$ cat config.mk
export PLATFORM = sky130hd
export DESIGN_NAME = uart_bridge
export DESIGN_NICKNAME = d
export VERILOG_FILES = /design/src/rtl/uart_bridge_pkg.sv /design/src/rtl/uart_bridge_byte_fifo.sv /design/src/rtl/uart_bridge.sv
export SDC_FILE = /design/constraint.sdc
export NUM_CORES = 1
export LEC_CHECK = 0
export CAP_MARGIN = 20
export CORE_AREA = 8 8 166 153
export CTS_CLUSTER_SIZE = 20
export DETAILED_ROUTE_END_ITERATION = 8
export DIE_AREA = 0 0 174 161
export PLACE_DENSITY = 0.59
export SYNTH_ARGS = -nofsm -noshare
export SYNTH_HDL_FRONTEND = slang
export SYNTH_SLANG_ARGS = --single-unit
export TNS_END_PERCENT = 5
$ cat constraint.sdc
create_clock -name clk -period 4.9 [get_ports clk]
set_input_delay 0.98 -clock clk [delete_from_list [all_inputs] [get_ports clk]]
set_output_delay 0.98 -clock clk [all_outputs]
set_load 0.01 [all_outputs]
$ cat src/rtl/uart_bridge_pkg.sv
// Shared types and encodings for the UART word-to-byte bridge.
// State encoding is one-hot so tx_valid and uart_done decode from a single flop.
package uart_bridge_pkg;

   localparam int LEN_WORD = 32;

   localparam logic [1:0] UART_SIZE_1B = 2'b00;
   localparam logic [1:0] UART_SIZE_2B = 2'b01;
   localparam logic [1:0] UART_SIZE_3B = 2'b10;
   localparam logic [1:0] UART_SIZE_4B = 2'b11;

   typedef enum logic [3:0] {
      UB_STATE_IDLE = 4'b0001,
      UB_STATE_TX   = 4'b0010,
      UB_STATE_RX   = 4'b0100,
      UB_STATE_DONE = 4'b1000
   } ub_state_e;

endpackage

$ cat src/rtl/uart_bridge_byte_fifo.sv
// Byte FIFO with extra-MSB pointers; occupancy is the pointer difference.
// A push into a full FIFO is accepted only when a pop frees a slot the same cycle.
module uart_bridge_byte_fifo #(
   parameter int DEPTH = 16,
   parameter int AW    = $clog2(DEPTH)
) (
   input  logic          clk,
   input  logic          rst,
   input  logic          push,
   input  logic [7:0]    push_data,
   input  logic          pop,
   output logic [7:0]    pop_data,
   output logic          empty,
   output logic [AW:0]   level,
   output logic          overrun
);

   logic [7:0]  mem [DEPTH];
   logic [AW:0] wr_ptr_q;
   logic [AW:0] rd_ptr_q;
   logic        full;
   logic        push_ok;
   logic        pop_ok;

   assign level    = wr_ptr_q - rd_ptr_q;
   assign full     = (level == (AW+1)'(DEPTH));
   assign empty    = (level == '0);
   assign pop_ok   = pop & ~empty;
   assign push_ok  = push & (~full | pop_ok);
   assign pop_data = mem[rd_ptr_q[AW-1:0]];

   always_ff @(posedge clk) begin
      if (push_ok) begin
         mem[wr_ptr_q[AW-1:0]] <= push_data;
      end
   end

   always_ff @(posedge clk or posedge rst) begin
      if (rst) begin
         wr_ptr_q <= '0;
         rd_ptr_q <= '0;
         overrun  <= 1'b0;
      end else begin
         if (push_ok) begin
            wr_ptr_q <= wr_ptr_q + 1'b1;
         end
         if (pop_ok) begin
            rd_ptr_q <= rd_ptr_q + 1'b1;
         end
         if (push & ~push_ok) begin
            overrun <= 1'b1;
         end
      end
   end

endmodule

$ cat src/rtl/uart_bridge.sv
// Bridges word-level UART requests from the core to byte-wide TX/RX streams.
// RX bytes are buffered in a FIFO so data arriving before a read is kept.
//
// state | meaning
// IDLE  | waiting for uart_order
// TX    | presenting shreg[7:0] to the transmitter, one byte per handshake
// RX    | popping FIFO bytes into uart_i_data, stalls while FIFO empty
// DONE  | one-cycle uart_done pulse
module uart_bridge
   import uart_bridge_pkg::*;
#(
   parameter int RX_DEPTH = 16,
   parameter int RX_AW    = $clog2(RX_DEPTH)
) (
   input  logic                clk,
   input  logic                rst,
   input  logic                uart_order,
   input  logic                uart_write_flag,
   input  logic [1:0]          uart_size,
   input  logic [LEN_WORD-1:0] uart_o_data,
   output logic [LEN_WORD-1:0] uart_i_data,
   output logic                uart_accepted,
   output logic                uart_done,
   output logic [7:0]          tx_data,
   output logic                tx_valid,
   input  logic                tx_ready,
   input  logic [7:0]          rx_data,
   input  logic                rx_valid,
   output logic [RX_AW:0]      rx_level,
   output logic                rx_overrun
);

   ub_state_e           state_q;
   ub_state_e           state_d;
   logic [LEN_WORD-1:0] shreg_q;
   logic [LEN_WORD-1:0] i_data_q;
   logic [1:0]          cnt_q;
   logic [1:0]          idx_q;
   logic                accepted_q;
   logic                start;
   logic                tx_hs;
   logic                fifo_pop;
   logic                fifo_empty;
   logic [7:0]          fifo_rdata;

   uart_bridge_byte_fifo #(
      .DEPTH (RX_DEPTH),
      .AW    (RX_AW)
   ) u_rx_fifo (
      .clk       (clk),
      .rst       (rst),
      .push      (rx_valid),
      .push_data (rx_data),
      .pop       (fifo_pop),
      .pop_data  (fifo_rdata),
      .empty     (fifo_empty),
      .level     (rx_level),
      .overrun   (rx_overrun)
   );

   always_ff @(posedge clk or posedge rst) begin
      if (rst) begin
         state_q <= UB_STATE_IDLE;
      end else begin
         state_q <= state_d;
      end
   end

   always_comb begin
      state_d  = state_q;
      start    = 1'b0;
      tx_hs    = 1'b0;
      fifo_pop = 1'b0;
      unique case (state_q)
         UB_STATE_IDLE: begin
            if (uart_order) begin
               start   = 1'b1;
               state_d = uart_write_flag ? UB_STATE_TX : UB_STATE_RX;
            end
         end
         UB_STATE_TX: begin
            if (tx_ready) begin
               tx_hs = 1'b1;
               if (cnt_q == 2'd0) begin
                  state_d = UB_STATE_DONE;
               end
            end
         end
         UB_STATE_RX: begin
            if (!fifo_empty) begin
               fifo_pop = 1'b1;
               if (idx_q == cnt_q) begin
                  state_d = UB_STATE_DONE;
               end
            end
         end
         UB_STATE_DONE: begin
            state_d = UB_STATE_IDLE;
         end
         default: begin
            state_d = UB_STATE_IDLE;
         end
      endcase
   end

   always_ff @(posedge clk or posedge rst) begin
      if (rst) begin
         shreg_q    <= '0;
         i_data_q   <= '0;
         cnt_q      <= 2'd0;
         idx_q      <= 2'd0;
         accepted_q <= 1'b0;
      end else begin
         accepted_q <= start;
         if (start) begin
            shreg_q <= uart_o_data;
            cnt_q   <= uart_size;
            idx_q   <= 2'd0;
            // Clearing here zero-extends a short read; TX leaves the last RX word alone.
            if (!uart_write_flag) begin
               i_data_q <= '0;
            end
         end
         if (tx_hs) begin
            shreg_q <= shreg_q >> 8;
            if (cnt_q != 2'd0) begin
               cnt_q <= cnt_q - 2'd1;
            end
         end
         if (fifo_pop) begin
            i_data_q[{idx_q, 3'b000} +: 8] <= fifo_rdata;
            idx_q <= idx_q + 2'd1;
         end
      end
   end

   assign tx_valid      = (state_q == UB_STATE_TX);
   assign tx_data       = shreg_q[7:0];
   assign uart_done     = (state_q == UB_STATE_DONE);
   assign uart_accepted = accepted_q;
   assign uart_i_data   = i_data_q;

endmodule

==> metrics <==
chip width=174 um; top_reg_cell synth=edfxtp_1; area share of the largest cell type after synthesis=0.4337; compound-cell area share of the yosys netlist=0.1019; Port Buffer Count=96; Mapped Cells=568; Root Buffer Master=clkbuf_16; post-DP HPWL=13.69 mm; switch share=0.3373; routability cong.=0.7726; syn nets=631; worst r2r src=u_rx_fifo.wr_ptr_q[0]; Final setup viols=0; latest clock arrival within the worst-skew pair=0.51 ns; asr flop ratio synth=0.3962; cts hold-fix bufs=0; Logic pwr share=0.349; # DRC=0; DR top layer=met4; Netlist cell types=56; Min-Delay Path Class=flip-flop to flip-flop; Ys Warns=0; Slew Limit Fails=0; Setup Skew=0.01531 ns; clock sinks=212; Switch Pwr=0.002074 W; register area share after synthesis=0.6710; Mapped Avg Cell Area=15.60 um^2; power density cells=566.6 nW/um^2; CP startpoint=u_rx_fifo.wr_ptr_q[0]; synthesis-to-finish area growth=22.45%; Static Leak=4.125 nW; mux cell area share after synthesis=0.08711; num rows=53; Synth area leader=edfxtp_1; M1 WL=9.229 mm; Post-synth EDFFs=128; final hold vios=0; Worst-Margin Slew=0.8341 ns; routed length on met3=1.415 mm; worst path required time=3.92 ns; post-CTS sizing=0; setup TNS=0 ns; top post-synthesis cells by area=edfxtp_1, dfrtp_1, mux4_2, a22oi_1, a22o_1; CP arrival=3.03 ns; final cell utilization of the core=0.4785; status=completed; final antenna-violating net count=0; XOR/XNOR Fraction of Synth Area=0.01285; crit share post-route=0.8175; diode count=0; Pint=0.004074 W; met2 wire length=9.484 mm; Worst setup EP type=output port; postcts setup bufs=0; Clock Power Share=0.252; CTS tree=yes; final net count=733; largest family of logic cells by synthesized area=compound AO/OA/AOI/OAI gates; max capacitance violation total=0; Total Routing Usage GR=0.1473; routed via count=5235; Seq pwr share=0.398; largest net degree at the start of global routing=55; TritonCTS buffer count=23; CORE AREA=22680 um^2; CTS max path bufs=3; initial antenna violation count=0; Pre-antenna DRT Iters=5; full die area=28010 um^2; global-route wire length before repair=32.74 mm; Worst-path clk slew=0.05 ns; detailed-route wire length per cell=20.74 um; gr ovfl total=0; WL final=20.47 mm; H-tree depth=1; Top-Level Pins=97; Die Ht=161 um; First DRT Iteration DRCs=439; Post-Synth Adder-Cell Area=0.02202; simple-gate share of the synthesized area=0.07059; Max Freq=0.2496 GHz; fill count=1976; CP Max Fanout=7; post-synthesis sequential element count=212; hold wc startpoint=shreg_q[5]; startpoint types=flip-flop; critical path class=flip-flop to output port; Post-Syn Area=8862 um^2; RSZ-0062 raised after global routing=false; Initial Util=0.3908; number of vias per cell=5.304; Final min period=4.006 ns; vias in the first global route=5544; share of cells above drive strength 1=0.1460; maximum VDD drop=396.9 uV; Slew headroom=0.4439
logic make-up (layout without fill, tap and decap cells):
kind of cell / after synthesis / in the layout
and+or+nand+nor: 122 / 122
adders and majority gates: 15 / 15
AOI/OAI and AO/OA: 106 / 106
buffers and inverters: 64 / 181
xor gates and xnor gates: 13 / 13
muxes: 36 / 36
DFF: 212 / 212
worst paths after layout:
check,to,slack (ns),cells after the start
worst max-delay path,rx_level[4],0.89,9
min in group asynchronous,uart_i_data[12],0.66,2
worst max register to register,u_rx_fifo.mem[6][7],1.60,10
worst min register to register,shreg_q[5],0.47,2
max in group asynchronous,shreg_q[21],3.34,4
worst min-delay path,shreg_q[5],0.47,2
Yosys cell counts, types with 2 or more instances:
library cell and number:
dfrtp_1 83, a21o_1 2, nand2_1 63, a22oi_1 40, buf_1 3, o21ai_0 2
nand4_1 2, o2bb2ai_1 8, xor2_1 3, nor4_1 4, nand3_1 3, nor3_1 8
and3_1 9, xnor2_1 10, a31oi_4 3, ha_1 14, mux4_2 32, nor4b_1 6
nor2_1 7, inv_1 26, nand3b_1 3, mux2_4 2, a22o_1 34, nor2_2 2
buf_2 16, a21oi_1 5, nor2b_1 4, clkbuf_1 8, nor3b_1 2, buf_4 10
and2_1 2, edfxtp_1 128
power by group through the flow:
stage	Sequential, W	Clock, W	Combinational, W
CTS	0.00245	0.00160	0.00218
global placement	0.00246	0	0.00209
floorplan	0.00242	0	0.00145
finish	0.00245	0.00155	0.00215
global route	0.00249	0.00168	0.00236
detailed placement	0.00248	0	0.00216
placed cells by master, fill, tap and decap left out, types with 2 or more instances in the layout:
master / n
edfxtp_1: 128
clkdlybuf4s50_1: 96
dfrtp_1: 82
nand2_1: 63
a22oi_1: 40
a22o_1: 34
mux4_2: 32
inv_1: 25
clkbuf_16: 23
buf_4: 17
ha_1: 14
xnor2_1: 10
and3_1: 9
nor3_1: 8
o2bb2ai_1: 8
clkbuf_1: 7
nor4b_1: 6
nor2_1: 6
a21oi_1: 5
nor2b_1: 4
nor4_1: 4
clkinv_1: 4
nand3b_1: 3
nor2_2: 3
nand3_1: 3
xor2_1: 3
a31oi_4: 3
clkinv_2: 3
and2_1: 2
nor3b_1: 2
nand4_1: 2
a21o_1: 2
mux2_4: 2
o21ai_0: 2
clkbuf_8: 2
buf_16: 2
flip-flops by register name, summed over array words and instances, names as in the netlist:
register and flops:
uart_accepted 1, state_q 4, u_rx_fifo.overrun 1, idx_q 2, u_rx_fifo.wr_ptr_q 5, u_rx_fifo.rd_ptr_q 5
shreg_q 32, u_rx_fifo.mem 128, cnt_q 2, uart_i_data 32
stage by stage:
stage / instance area, um^2 / power, W / cells / hold WS, ns / setup WS, ns
finish: 10850 / 0.006148 / 987 / 0.4722 / 0.8943
global route: 10850 / 0.006524 / 987 / 0.4968 / 0.7174
CTS: 10820 / 0.006229 / 986 / 0.4758 / 0.8789
detailed placement: 10150 / 0.004647 / 946 / 0.4619 / 1.421
global placement: 10130 / 0.004552 / 945 / 0.4493 / 1.504
floorplan: 8862 / 0.003862 / 568 / 0.4468 / 1.075
area by class of cell:
type	count	area (um^2)	area share
Clock buffer	32	629.4	0.05800
Clock inverter	8	41.29	0.003805
Inverter	26	98.84	0.009109
Multi-Input combinational cell	292	2613	0.2407
Sequential cell	212	5948	0.5481
Tap cell	302	377.9	0.03482
Timing Repair Buffer	115	1144	0.1054
layer usage:
| metal | up-vias | GRT usage |
|---|---|---|
| li1 | 2377 | - |
| met1 | 2652 | 0.2054 |
| met2 | 177 | 0.2301 |
| met3 | 29 | 0.03431 |
| met4 | 0 | 0.03534 |
| met5 | - | 0 |
critical path, cell delays in order, from the launching register on:
cell and delay (ns):
dfrtp_1 0.40, inv_1 0.15, ha_1 0.18, inv_1 0.06, fa_1 0.46, nand3_1 0.10, and3_1 0.18, or2_0 0.37
inv_1 0.12, clkdlybuf4s50_1 0.50
Note: power is estimated with default switching activity, not from simulation.
